### config.mk
export PLATFORM = sky130hd
export DESIGN_NAME = ex_mem_pipe
export DESIGN_NICKNAME = d
export VERILOG_FILES = /design/src/rtl/ex_mem_pipe.sv
export SDC_FILE = /design/constraint.sdc
export NUM_CORES = 1
export LEC_CHECK = 0
export BUFFER_PORTS_ARGS = -buffer_cell sky130_fd_sc_hd__buf_2
export CAP_MARGIN = 20
export CORE_MARGIN = 8
export CORE_UTILIZATION = 30
export DETAILED_ROUTE_END_ITERATION = 6
export PLACE_DENSITY = 0.49
export SYNTH_ARGS = -nofsm -noshare
export SYNTH_HDL_FRONTEND = slang
export SYNTH_SLANG_ARGS = --single-unit
### constraint.sdc
create_clock -name clk -period 1.5 [get_ports clk]
set_input_delay 0.3 -clock clk [delete_from_list [all_inputs] [get_ports clk]]
set_output_delay 0.3 -clock clk [all_outputs]
set_load 0.01 [all_outputs]
### src/rtl/ex_mem_pipe.sv
// ex_mem_pipe: EX->MEM pipeline stage with valid/ready handshake, 2-entry skid buffer and flush (optional HI/LO via EX_MEM_HILO_EN)
module ex_mem_pipe #(
    parameter int                ADDR_W   = 5,
    parameter int                DATA_W   = 32,
    parameter logic [ADDR_W-1:0] NOP_ADDR = '0
) (
    input  logic              clk,
    input  logic              rst,
    input  logic              flush,
    input  logic              ex_valid,
    output logic              ex_ready,
    input  logic [ADDR_W-1:0] ex_wd,
    input  logic              ex_wreg,
    input  logic [DATA_W-1:0] ex_wdata,
`ifdef EX_MEM_HILO_EN
    input  logic              ex_whilo,
    input  logic [DATA_W-1:0] ex_hi,
    input  logic [DATA_W-1:0] ex_lo,
    output logic              mem_whilo,
    output logic [DATA_W-1:0] mem_hi,
    output logic [DATA_W-1:0] mem_lo,
`endif
    output logic              mem_valid,
    input  logic              mem_ready,
    output logic [ADDR_W-1:0] mem_wd,
    output logic              mem_wreg,
    output logic [DATA_W-1:0] mem_wdata,
    output logic [1:0]        occupancy
);
    typedef enum logic [1:0] {EMPTY = 2'd0, ONE = 2'd1, FULL = 2'd2} state_t;
`ifdef EX_MEM_HILO_EN
    localparam int PW = ADDR_W + 2 + 3 * DATA_W;
`else
    localparam int PW = ADDR_W + 1 + DATA_W;
`endif
    state_t          state_q, state_d;
    logic            ready_q;
    logic [PW-1:0]   in_p, main_q, skid_q, nop_p, out_p;
    logic            acc, rel;
`ifdef EX_MEM_HILO_EN
    assign in_p  = {ex_whilo, ex_hi, ex_lo, ex_wd, ex_wreg, ex_wdata};
    assign nop_p = {1'b0, {DATA_W{1'b0}}, {DATA_W{1'b0}}, NOP_ADDR, 1'b0, {DATA_W{1'b0}}};
    assign {mem_whilo, mem_hi, mem_lo, mem_wd, mem_wreg, mem_wdata} = out_p;
`else
    assign in_p  = {ex_wd, ex_wreg, ex_wdata};
    assign nop_p = {NOP_ADDR, 1'b0, {DATA_W{1'b0}}};
    assign {mem_wd, mem_wreg, mem_wdata} = out_p;
`endif
    assign ex_ready  = ready_q;
    assign mem_valid = state_q != EMPTY;
    assign occupancy = state_q;
    assign acc       = ex_valid & ready_q;
    assign rel       = mem_valid & mem_ready;
    assign out_p     = mem_valid ? main_q : nop_p;
    // next-state: flush squashes everything, otherwise fill/drain the two entries
    always_comb begin
        state_d = flush ? EMPTY :
                  (state_q == EMPTY) ? (acc ? ONE : EMPTY) :
                  (state_q == ONE)   ? ((acc && !rel) ? FULL : (!acc && rel) ? EMPTY : ONE) :
                  (rel ? ONE : FULL);
    end
    // state and registered ready, so MEM back-pressure never reaches EX combinationally
    always_ff @(posedge clk) begin
        if (rst) begin
            state_q <= EMPTY;
            ready_q <= 1'b1;
        end else begin
            state_q <= state_d;
            ready_q <= state_d != FULL;
        end
    end
    // payload: main is presented to MEM, skid absorbs the beat accepted while MEM stalls
    always_ff @(posedge clk) begin
        if (rst) begin
            main_q <= '0;
            skid_q <= '0;
        end else begin
            if (state_q == FULL && rel)
                main_q <= skid_q;
            else if (acc && (state_q == EMPTY || rel))
                main_q <= in_p;
            if (acc && state_q == ONE && !rel)
                skid_q <= in_p;
        end
    end
endmodule
==> results of run 1 <==
## per-layer routing
| metal | vias up | global-route usage | share of wire |
|---|---|---|---|
| met1 | 1708 | 0.1691 | 0.46 |
| met5 | - | 0 | 0 |
| met3 | 14 | 0.04261 | 0.060 |
| li1 | 1736 | - | - |
| met4 | 0 | 0.04535 | 0.013 |
| met2 | 90 | 0.2120 | 0.46 |
## cell families (layout without fill, tap and decap cells)
kind of cell           Yosys count  after routing
AND/OR/NAND/NOR                239            239
AO/OA/AOI/OAI                  118            118
flip-flops                      79             79
buffers and inverters           39            145
multiplexers                     1              1
## per-stage QoR
step	setup TNS (ps)	total power [mW]	instance area (um2)	hold WS, ps
floorplan	0	2.594	3508	376.8
global route	-19180	5.433	5618	162.2
detailed placement	-1958	2.790	4114	440.3
finish	-13200	5.238	5618	149.7
CTS	-8937	5.072	4543	153.4
global placement	-1313	2.782	4114	434.1
## sequential cells by signal (all words and copies together), names as in the netlist
signal / count
ex_ready: 1
skid_q: 38
main_q: 38
occupancy: 2
## how the worst max path moves through the flow
stage	to	startpoint	depth (start not counted)	slack [ps]
CTS	mem_wdata[27]	occupancy[0]	5	-200
global placement	main_q[4]	mem_ready	6	-50
floorplan	main_q[11]	occupancy[0]	6	6
detailed placement	main_q[10]	mem_ready	6	-70
finish	mem_wdata[30]	occupancy[1]	6	-190
global route	main_q[6]	occupancy[1]	9	-240
## layout by cell type (no fill, tap or decap), types with 2 or more instances in the layout
master and instances:
a21o_1 38, a21oi_1 39, a21oi_2 38, buf_12 11
buf_2 82, buf_4 8, buf_6 12, buf_8 2
clkbuf_16 21, clkbuf_8 2, dfxtp_1 77, dfxtp_2 2
inv_1 2, nand2_1 124, nand2_2 16, nand2_4 51
nor2b_1 28, nor2b_2 8, nor2b_4 2
## cell type report
type                    instances  area [um2]  area share
multi-input cells             358        2365      0.4209
flip-flops and latches         79        1584      0.2820
repair buffers                128        1184      0.2107
clock buffers                  12       256.5     0.04566
well taps                     143       178.9     0.03185
clock inverters                 3       42.54    0.007572
inverters                       2       7.507    0.001336
## repair_timing
item	4_1_cts	5_1_grt
gates cloned	2	19
hold buffers	0	0
pin swaps	2	90
buffers inserted	6	3
endpoints found under the setup margin	42	115
gates resized for setup	15	184
## power by group
group	total, mW	internal, mW	switching (mW)
clock network	2.23	1.37	0.860
registers	2.24	2.19	0.0483
logic	0.772	0.373	0.399
total	5.24	3.93	1.31
==> run summary, run 1 <==
Post-Syn Nets: 519
Power Density: 932.5 nW/um2
clk root buf: clkbuf_16
TritonCTS Buffers: 9
CTS sink cnt: 79
Die Wd: 124.1 um
Cell variety after synth: 24
Initial DRC Count: 196
MaxCap Viol Count: 0
number of global-route vias before repair: 3230
Tightest Pin Transition: 471.2 ps
Synth area leaders: dfxtp_1 45%, nand2_1 20%, a21oi_1 11%
reg2reg start: occupancy[1]
R2R cell count: 9
Async SR Flop Fraction: 0
Core Region: 11420 um2
Max-slew headroom: 0.6859
outcome: finished, violations left
CP delay by family, top: buffers and inverters
CTS tree: done
post-synth top area cell: dfxtp_1
Startpoint Class: register
Total Routed Length: 12770 um
largest net degree at the start of global routing: 39
hold violation count in the final report: 0
layout cells sized above 1: 0.4570
critical path's most frequent cell: buf_12
Worst Min Path Start: flush
Max H-tree Level: 3
Post-synth EDFFs: 0
R2R Setup Slk: -170 ps
maximum clock insertion buffer count: 2
xor-xnor portion of the synthesized cell area: 0
Tcrit/Tclk final: 1.124
die area: 15400 um2
sequential area share after synthesis: 0.4511
Vias per Instance: 4.894
DRC errors left: 0
post-synthesis to final-layout area growth: 60.24%
critical path endpoint category: output port
Synth top cells by count: 191 x nand2_1, 79 x dfxtp_1, 77 x a21oi_1
hold depth: 2
Synth Flop Type: dfxtp_1
antenna-violating nets left: 0
Synth Area in Simple Gates: 0.2901
failing checks: negative setup slack
Std-Cell Rows: 39
final core occ: 0.4920
Tmin final: 1686 ps
worst path required time: 1200 ps
top cell type's share of synthesized area: 0.4511
mux cell area share after synthesis: 0.003212
crit path cell chain: buf_6, nor2_4, buf_12, buf_12, nor2b_1, buf_2
worst-path maximum fanout: 11
Syn Inst Count: 476
Lkg Pwr: 2.448 nW
VDD IR max: 0.7396 mV
# nets final: 621
DP Wirelength: 6163 um
Reg-to-Reg End: main_q[6]
first-pass GRT wire length: 16190 um
top-count cell post-synth: nand2_1
CP max-delay cell: dfxtp_2
# setup viols final: 115
yosys warns: 0
vias: 3548
post-synthesis compound-gate area fraction: 0.1984
Slew Limit Fails: 0
Synth Register Bits: 79
pre-CTS setup slack: -74.52 ps
Inst Count DP: 680
synthesized area per cell: 7.365 um2
Final Non-Filler Cells: 725
DR WL/cell: 17.62 um
mapped cell area: 3506 um2
Die Height: 124.1 um
Clock Skew: 7.522 ps
fmax: 0.5933 GHz
Total Routing Usage GR: 0.1341
fillers: 1131
initial core utilization: 0.3070
crit-path max cell delay: 330 ps
HP Class: in -> reg
Skew-Pair Late Insertion Delay: 340 ps
# IOs: 85
Placer Congestion: 0.7602
Worst Path Arrival: 1390 ps
Clock Pin Slew Worst Setup and Hold Paths: 50 ps
unrepaired setup endpoints after global routing: true
critical path class: reg -> out
I/O Buffers: 84
TritonRoute pass-1 iters: 4
ANT cells: 0
Adder-Cell Fraction of Synth Area: 0
gr ovfl total: 0
combinational family with the most area after synthesis: simple AND/OR/NAND/NOR gates
Hold EP: occupancy[0]
Worst Setup Slack, final: -185.5 ps
antenna violations before repair: 0
Worst Path Buf+Inv: 4
Power figures use the tool's default switching activity.
==> inputs of run 2 (changes only) <==
Settings changed: CORE_UTILIZATION 30 to 25, PLACE_DENSITY 0.49 to unset.
==> run 2 against run 1 <==
  * Non-clock buffer count is 9 lower
  * Register-to-register slack worse by 20 ps
  * The run still ends with negative setup slack left
  * Worst setup slack worse by 7.8 ps
  * Cell count up 3.9%
  * Fmax down 0.46%
  * Worst hold slack got worse by 19 ps
  * Critical endpoint is now main_q[20]
  * Combinational power down 12%
  * Routed wire length is 15% lower
  * Sequential power is essentially flat
  * Global-route usage decreased by 2.4 points
  * First-iteration DRC count fell by 35%
==> run summary, run 2 (synthesized netlist as in run 1, its figures left out) <==
worst path required time: 1700 ps (+500 ps)
Max H-tree Level: 3 (unchanged)
hold depth: 2 (unchanged)
DP Wirelength: 6396 um (+3.8%)
worst setup path startpoint: occupancy[1]
hold violation count in the final report: 0 (unchanged)
CTS sink cnt: 79 (unchanged)
I/O Buffers: 84 (unchanged)
R2R cell count: 9 (unchanged)
# nets final: 612 (-1.4%)
post-synthesis to final-layout area growth: 40.47%
unrepaired setup endpoints after global routing: true
Reg-to-Reg End: main_q[20]
# IOs: 85 (unchanged)
Hold-fix buffers, CTS: 0 (unchanged)
layout cells sized above 1: 0.2775 (-0.1796)
Die Wd: 134.4 um (+8.3%)
Lkg Pwr: 2.109 nW (-14%)
Die Height: 134.4 um (+8.3%)
most common cell after layout, fill and taps aside: nand2_1
outcome: finished, violations left
Worst Setup Slack, final: -193.3 ps (-7.786 ps)
Worst Path Arrival: 1900 ps (+510 ps)
Placer Congestion: 0.7178 (-5.6%)
TritonRoute pass-1 iters: 4 (unchanged)
TritonCTS Buffers: 9 (unchanged)
CTS tree: done
overall power: 5.215 mW (-0.45%)
Vias per Instance: 4.433 (-9.4%)
HP Class: in -> reg
Total Routed Length: 10860 um (-15%)
Clock Skew: 4.459 ps (-3.063 ps)
gr ovfl total: 0 (unchanged)
initial core utilization: 0.2545 (-0.05249)
Slew Limit Fails: 0 (unchanged)
R2R Setup Slk: -190 ps (-20 ps)
Std-Cell Rows: 43 (+10%)
Power Density: 1059 nW/um2 (+14%)
final instance area: 4925 um2 (-12%)
MaxCap Viol Count: 0 (unchanged)
first-pass GRT wire length: 15960 um (-1.5%)
most frequent cells in the layout: 188 x nand2_1, 79 x buf_2, 77 x dfxtp_1
Clock Pin Slew Worst Setup and Hold Paths: 60 ps (about the same)
failing checks: negative setup slack
Max-slew headroom: 0.7082 (+0.02230)
largest net degree at the start of global routing: 39 (unchanged)
number of global-route vias before repair: 3102 (-4.0%)
critical path endpoint category: register
vias: 3338 (-5.9%)
antenna violations before repair: 0 (unchanged)
VDD IR max: 0.5730 mV (-23%)
CP Capture Point: main_q[20]
Tcrit/Tclk final: 1.129 (+0.005191)
Area after DPL: 4190 um2 (+1.9%)
reg2reg start: occupancy[1]
DRC errors left: 0 (unchanged)
Tmin final: 1693 ps (+7.786 ps)
ANT cells: 0 (unchanged)
Initial DRC Count: 127 (-35%)
Core Region: 13770 um2 (+21%)
# setup viols final: 77 (-33%)
DR WL/cell: 14.42 um (-18%)
Startpoint Class: register
worst-path maximum fanout: 7 (-4)
clk root buf: clkbuf_16
maximum clock insertion buffer count: 2 (unchanged)
critical path class: reg -> reg
Skew-Pair Late Insertion Delay: 330 ps (about the same)
die area: 18070 um2 (+17%)
fmax: 0.5906 GHz (-0.46%)
Total Routing Usage GR: 0.1105 (-0.02363)
antenna-violating nets left: 0 (unchanged)
Tightest Pin Transition: 437.7 ps (-33.45 ps)
run 2: cell count changes in the layout (fill, tap and decap cells not counted), moves of 5 or more:
cell,before,now
nand2_1,124,188
nand2_4,51,0
a21oi_1,39,73
a21oi_2,38,4
nand2_2,16,3
clkbuf_16,21,14
buf_4,8,13
run 2: final cells by class:
| type | instances | area, um2 |
|---|---|---|
| multi-input combinational | 358 | 1831 |
| clock inverter | 4 | 70.07 |
| sequential | 79 | 1584 |
| fill | 1507 | 8848 |
| clock buffer | 11 | 242.7 |
| timing repair buffer | 119 | 964.7 |
| inverter | 2 | 7.507 |
| tap | 180 | 225.2 |
run 2: worst min-delay path by stage:
| stage | startpoint | to | slack (ps) |
|---|---|---|---|
| floorplan | flush | occupancy[0] | 380 |
| global placement | main_q[24] | main_q[24] | 440 |
| detailed placement | main_q[22] | main_q[22] | 440 |
| CTS | flush | occupancy[0] | 110 |
| global route | flush | occupancy[0] | 120 |
| finish | flush | occupancy[0] | 130 |
run 2: what timing repair did:
action / CTS / global route
endpoints found under the setup margin: 39 / 115
pin swaps: 1 / 2
gates cloned: 2 / 8
buffers inserted: 4 / 4
resized for setup: 16 / 24
run 2: per-layer routing:
metal | global-route usage | routed length [um] | vias to the layer above | part of all wire
met5 | 0 | 0 | - | 0
met4 | 0.04429 | 204 | 0 | 0.019
met3 | 0.03964 | 558 | 16 | 0.051
met2 | 0.1789 | 5205 | 68 | 0.48
met1 | 0.1298 | 4887 | 1530 | 0.45
li1 | - | - | 1724 | -
run 2: stage by stage:
step / util / instances / setup TNS [ps] / hold slack, ps / worst slack (ps)
3_5_place_dp: 0.3042 / 721 / -915.6 / 440.6 / -77.57
5_1_grt: 0.3576 / 753 / -16580 / 121.2 / -241.2
6_report: 0.3576 / 753 / -12700 / 130.4 / -193.3
2_1_floorplan: - / 476 / 0 / 376.8 / 6.273
3_3_place_gp: 0.3042 / 721 / -873.8 / 435.8 / -36.88
4_1_cts: 0.3364 / 742 / -10180 / 110.7 / -186.9
run 2: worst max-delay path, cell delays in order, from the launching register on:
cell and delay (ps):
dfxtp_2 340, buf_6 110, nor2_4 40, buf_12 140
buf_4 140, a211oi_4 270, buf_6 210, clkbuf_16 170
a21o_1 80, a21oi_1 50
run 2: where the power goes:
group / internal (mW) / total, mW / switching, mW
clock network: 1.49 / 2.30 / 0.814
registers: 2.19 / 2.23 / 0.0416
logic: 0.346 / 0.682 / 0.336
==> inputs of run 3 (changes only) <==
Settings changed: CTS_BUF_LIST set to sky130_fd_sc_hd__clkbuf_2 sky130_fd_sc_hd__clkbuf_4 sky130_fd_sc_hd__clkbuf_8, RECOVER_POWER set to 50.
==> run 3 against run 2 <==
  * The flow still finishes with violations (negative setup slack)
  * Worst setup slack worse by 12 ps
  * First-iteration DRC count rose by 31%
  * Sequential power about the same
  * Via count down 0.36%
  * Cell count shrank 0.27%
  * Clock skew grew 2.7 ps
  * Power fell by 10%
  * Combinational power is 3.4% higher
  * Cell area down 1.5%
  * Sequential share of layout area rose by 0.50 points
  * Critical path depth shrank 3
  * Largest power group is now sequential cells
==> run summary, run 3 (synthesized netlist as in run 1, its figures left out) <==
outcome: finished, violations left
failing checks: negative setup slack
combinational group share of total power: 0.151 (+0.020)
number of global-route vias before repair: 3146 (+1.4%)
Initial DRC Count: 167 (+31%)
DP Wirelength: 6396 um (unchanged)
TritonCTS Buffers: 9 (unchanged)
worst setup path startpoint: occupancy[0]
switch share: 0.2457 (+0.01707)
Power Density: 965.5 nW/um2 (-8.8%)
Total Routed Length: 10840 um (-0.13%)
worst-path maximum fanout: 7 (unchanged)
fmax: 0.5864 GHz (-0.70%)
Worst Path Arrival: 1410 ps (-490 ps)
clock share of power: 0.373 (-0.068)
Skew-Pair Late Insertion Delay: 370 ps (+40 ps)
# setup viols final: 77 (unchanged)
critical path class: reg -> out
Worst Setup Slack, final: -205.2 ps (-11.92 ps)
first-pass GRT wire length: 16420 um (+2.9%)
P_int: 3.532 mW (-12%)
Clock Skew: 7.160 ps (+2.701 ps)
antenna-violating nets left: 0 (unchanged)
Die Wd: 134.4 um (unchanged)
Tcrit/Tclk final: 1.137 (+0.007947)
Total Routing Usage GR: 0.1142 (+0.003779)
most frequent cells in the layout: 188 x nand2_1, 78 x buf_2, 77 x dfxtp_1
R2R Setup Slk: -150 ps (+40 ps)
# IOs: 85 (unchanged)
# nets final: 610 (-0.33%)
Net Sw Power: 1.150 mW (-3.5%)
TritonRoute pass-1 iters: 4 (unchanged)
Reg-to-Reg End: main_q[13]
Final Non-Filler Cells: 751 (-0.27%)
MaxCap Viol Count: 0 (unchanged)
ANT cells: 0 (unchanged)
Lkg Pwr: 2.059 nW (-2.4%)
Placer Congestion: 0.7178 (unchanged)
Clock Pin Slew Worst Setup and Hold Paths: 80 ps (+20 ps)
most common cell after layout, fill and taps aside: nand2_1
Hold-fix buffers, CTS: 0 (unchanged)
gr ovfl total: 0 (unchanged)
unrepaired setup endpoints after global routing: true
antenna violations before repair: 0 (unchanged)
I/O Buffers: 84 (unchanged)
Die Height: 134.4 um (unchanged)
DR WL/cell: 14.44 um (+0.14%)
Tmin final: 1705 ps (+11.92 ps)
Max H-tree Level: 3 (unchanged)
post-synthesis to final-layout area growth: 38.33%
Std-Cell Rows: 43 (unchanged)
Inst Count DP: 721 (unchanged)
largest net degree at the start of global routing: 39 (unchanged)
Max-slew headroom: 0.7132 (+0.005011)
Core Region: 13770 um2 (unchanged)
Slew Limit Fails: 0 (unchanged)
maximum clock insertion buffer count: 2 (unchanged)
final core occ: 0.3521 (-0.005450)
CTS tree: done
Seq pwr share: 0.476 (+0.048)
layout cells sized above 1: 0.2785 (+0.0009719)
Vias per Instance: 4.429 (about the same)
Area after DPL: 4190 um2 (unchanged)
die area: 18070 um2 (unchanged)
DRC errors left: 0 (unchanged)
Tightest Pin Transition: 430.2 ps (-7.517 ps)
critical path endpoint category: output port
clk root buf: clkbuf_8
R2R cell count: 9 (unchanged)
final instance area: 4850 um2 (-1.5%)
HP Class: in -> reg
worst path required time: 1200 ps (-500 ps)
vias: 3326 (-0.36%)
hold violation count in the final report: 0 (unchanged)
CTS sink cnt: 79 (unchanged)
Startpoint Class: register
CP Capture Point: mem_wdata[10]
reg2reg start: occupancy[1]
VDD IR max: 0.4906 mV (-14%)
fillers: 1513 (+0.40%)
initial core utilization: 0.2545 (unchanged)
-- run 3: area by class of cell --
type                       instances  area (um2)  area share
clock buffer                      11       145.1     0.02993
clock inverter                     4       70.07     0.01445
inverter                           2       7.507    0.001548
multi-input combinational        358        1842      0.3798
sequential                        79        1584      0.3266
tap                              180       225.2     0.04644
timing repair buffer             117       975.9      0.2012
-- run 3: what timing repair did --
item / 4_1_cts / 5_1_grt
cloned: 4 / 6
resized for setup: 22 / 27
pin swaps: 2 / 1
buffers inserted: 5 / 1
endpoints found under the setup margin: 40 / 115
-- run 3: worst max-delay path, cell delays in order (launching register included) --
cell and delay (ps):
dfxtp_2 330, buf_6 110, nor2_4 110, buf_12 150, clkbuf_16 160, nor2b_1 40
buf_2 130
-- run 3: power groups by stage --
stage                     Clock [mW]  Sequential (mW)  Combinational [mW]
final                           1.75             2.23               0.705
after floorplan                    0             2.27               0.329
after detailed placement           0             2.28               0.504
after global placement             0             2.28               0.505
after CTS                       1.83             2.23               0.604
after global routing            1.93             2.24               0.767
-- run 3: through the flow --
step / hold slack, ps / setup slack, ps / power [mW] / TNS, ps
floorplan: 376.8 / 6.273 / 2.594 / 0
global placement: 435.8 / -36.88 / 2.781 / -873.8
detailed placement: 440.6 / -77.57 / 2.780 / -915.6
CTS: 66.22 / -237.1 / 4.664 / -13430
global route: 76.99 / -287.2 / 4.940 / -18220
finish: 92.83 / -205.2 / 4.682 / -11540
-- run 3: how the worst min path moves through the flow --
stage	from	to	slack, ps	depth (start not counted)
after detailed placement	main_q[22]	main_q[22]	440	2
after floorplan	flush	occupancy[0]	380	1
after global placement	main_q[24]	main_q[24]	440	2
final	flush	occupancy[0]	90	2
after global routing	flush	occupancy[0]	80	2
after CTS	flush	occupancy[0]	70	2
-- run 3: metal layers --
| layer | vias to the layer above | routed length [um] | track usage |
|---|---|---|---|
| met1 | 1526 | 4865 | 0.1354 |
| met4 | 0 | 128 | 0.03493 |
| li1 | 1717 | - | - |
| met2 | 69 | 5258 | 0.1867 |
| met3 | 14 | 589 | 0.04338 |
| met5 | - | 0 | 0 |
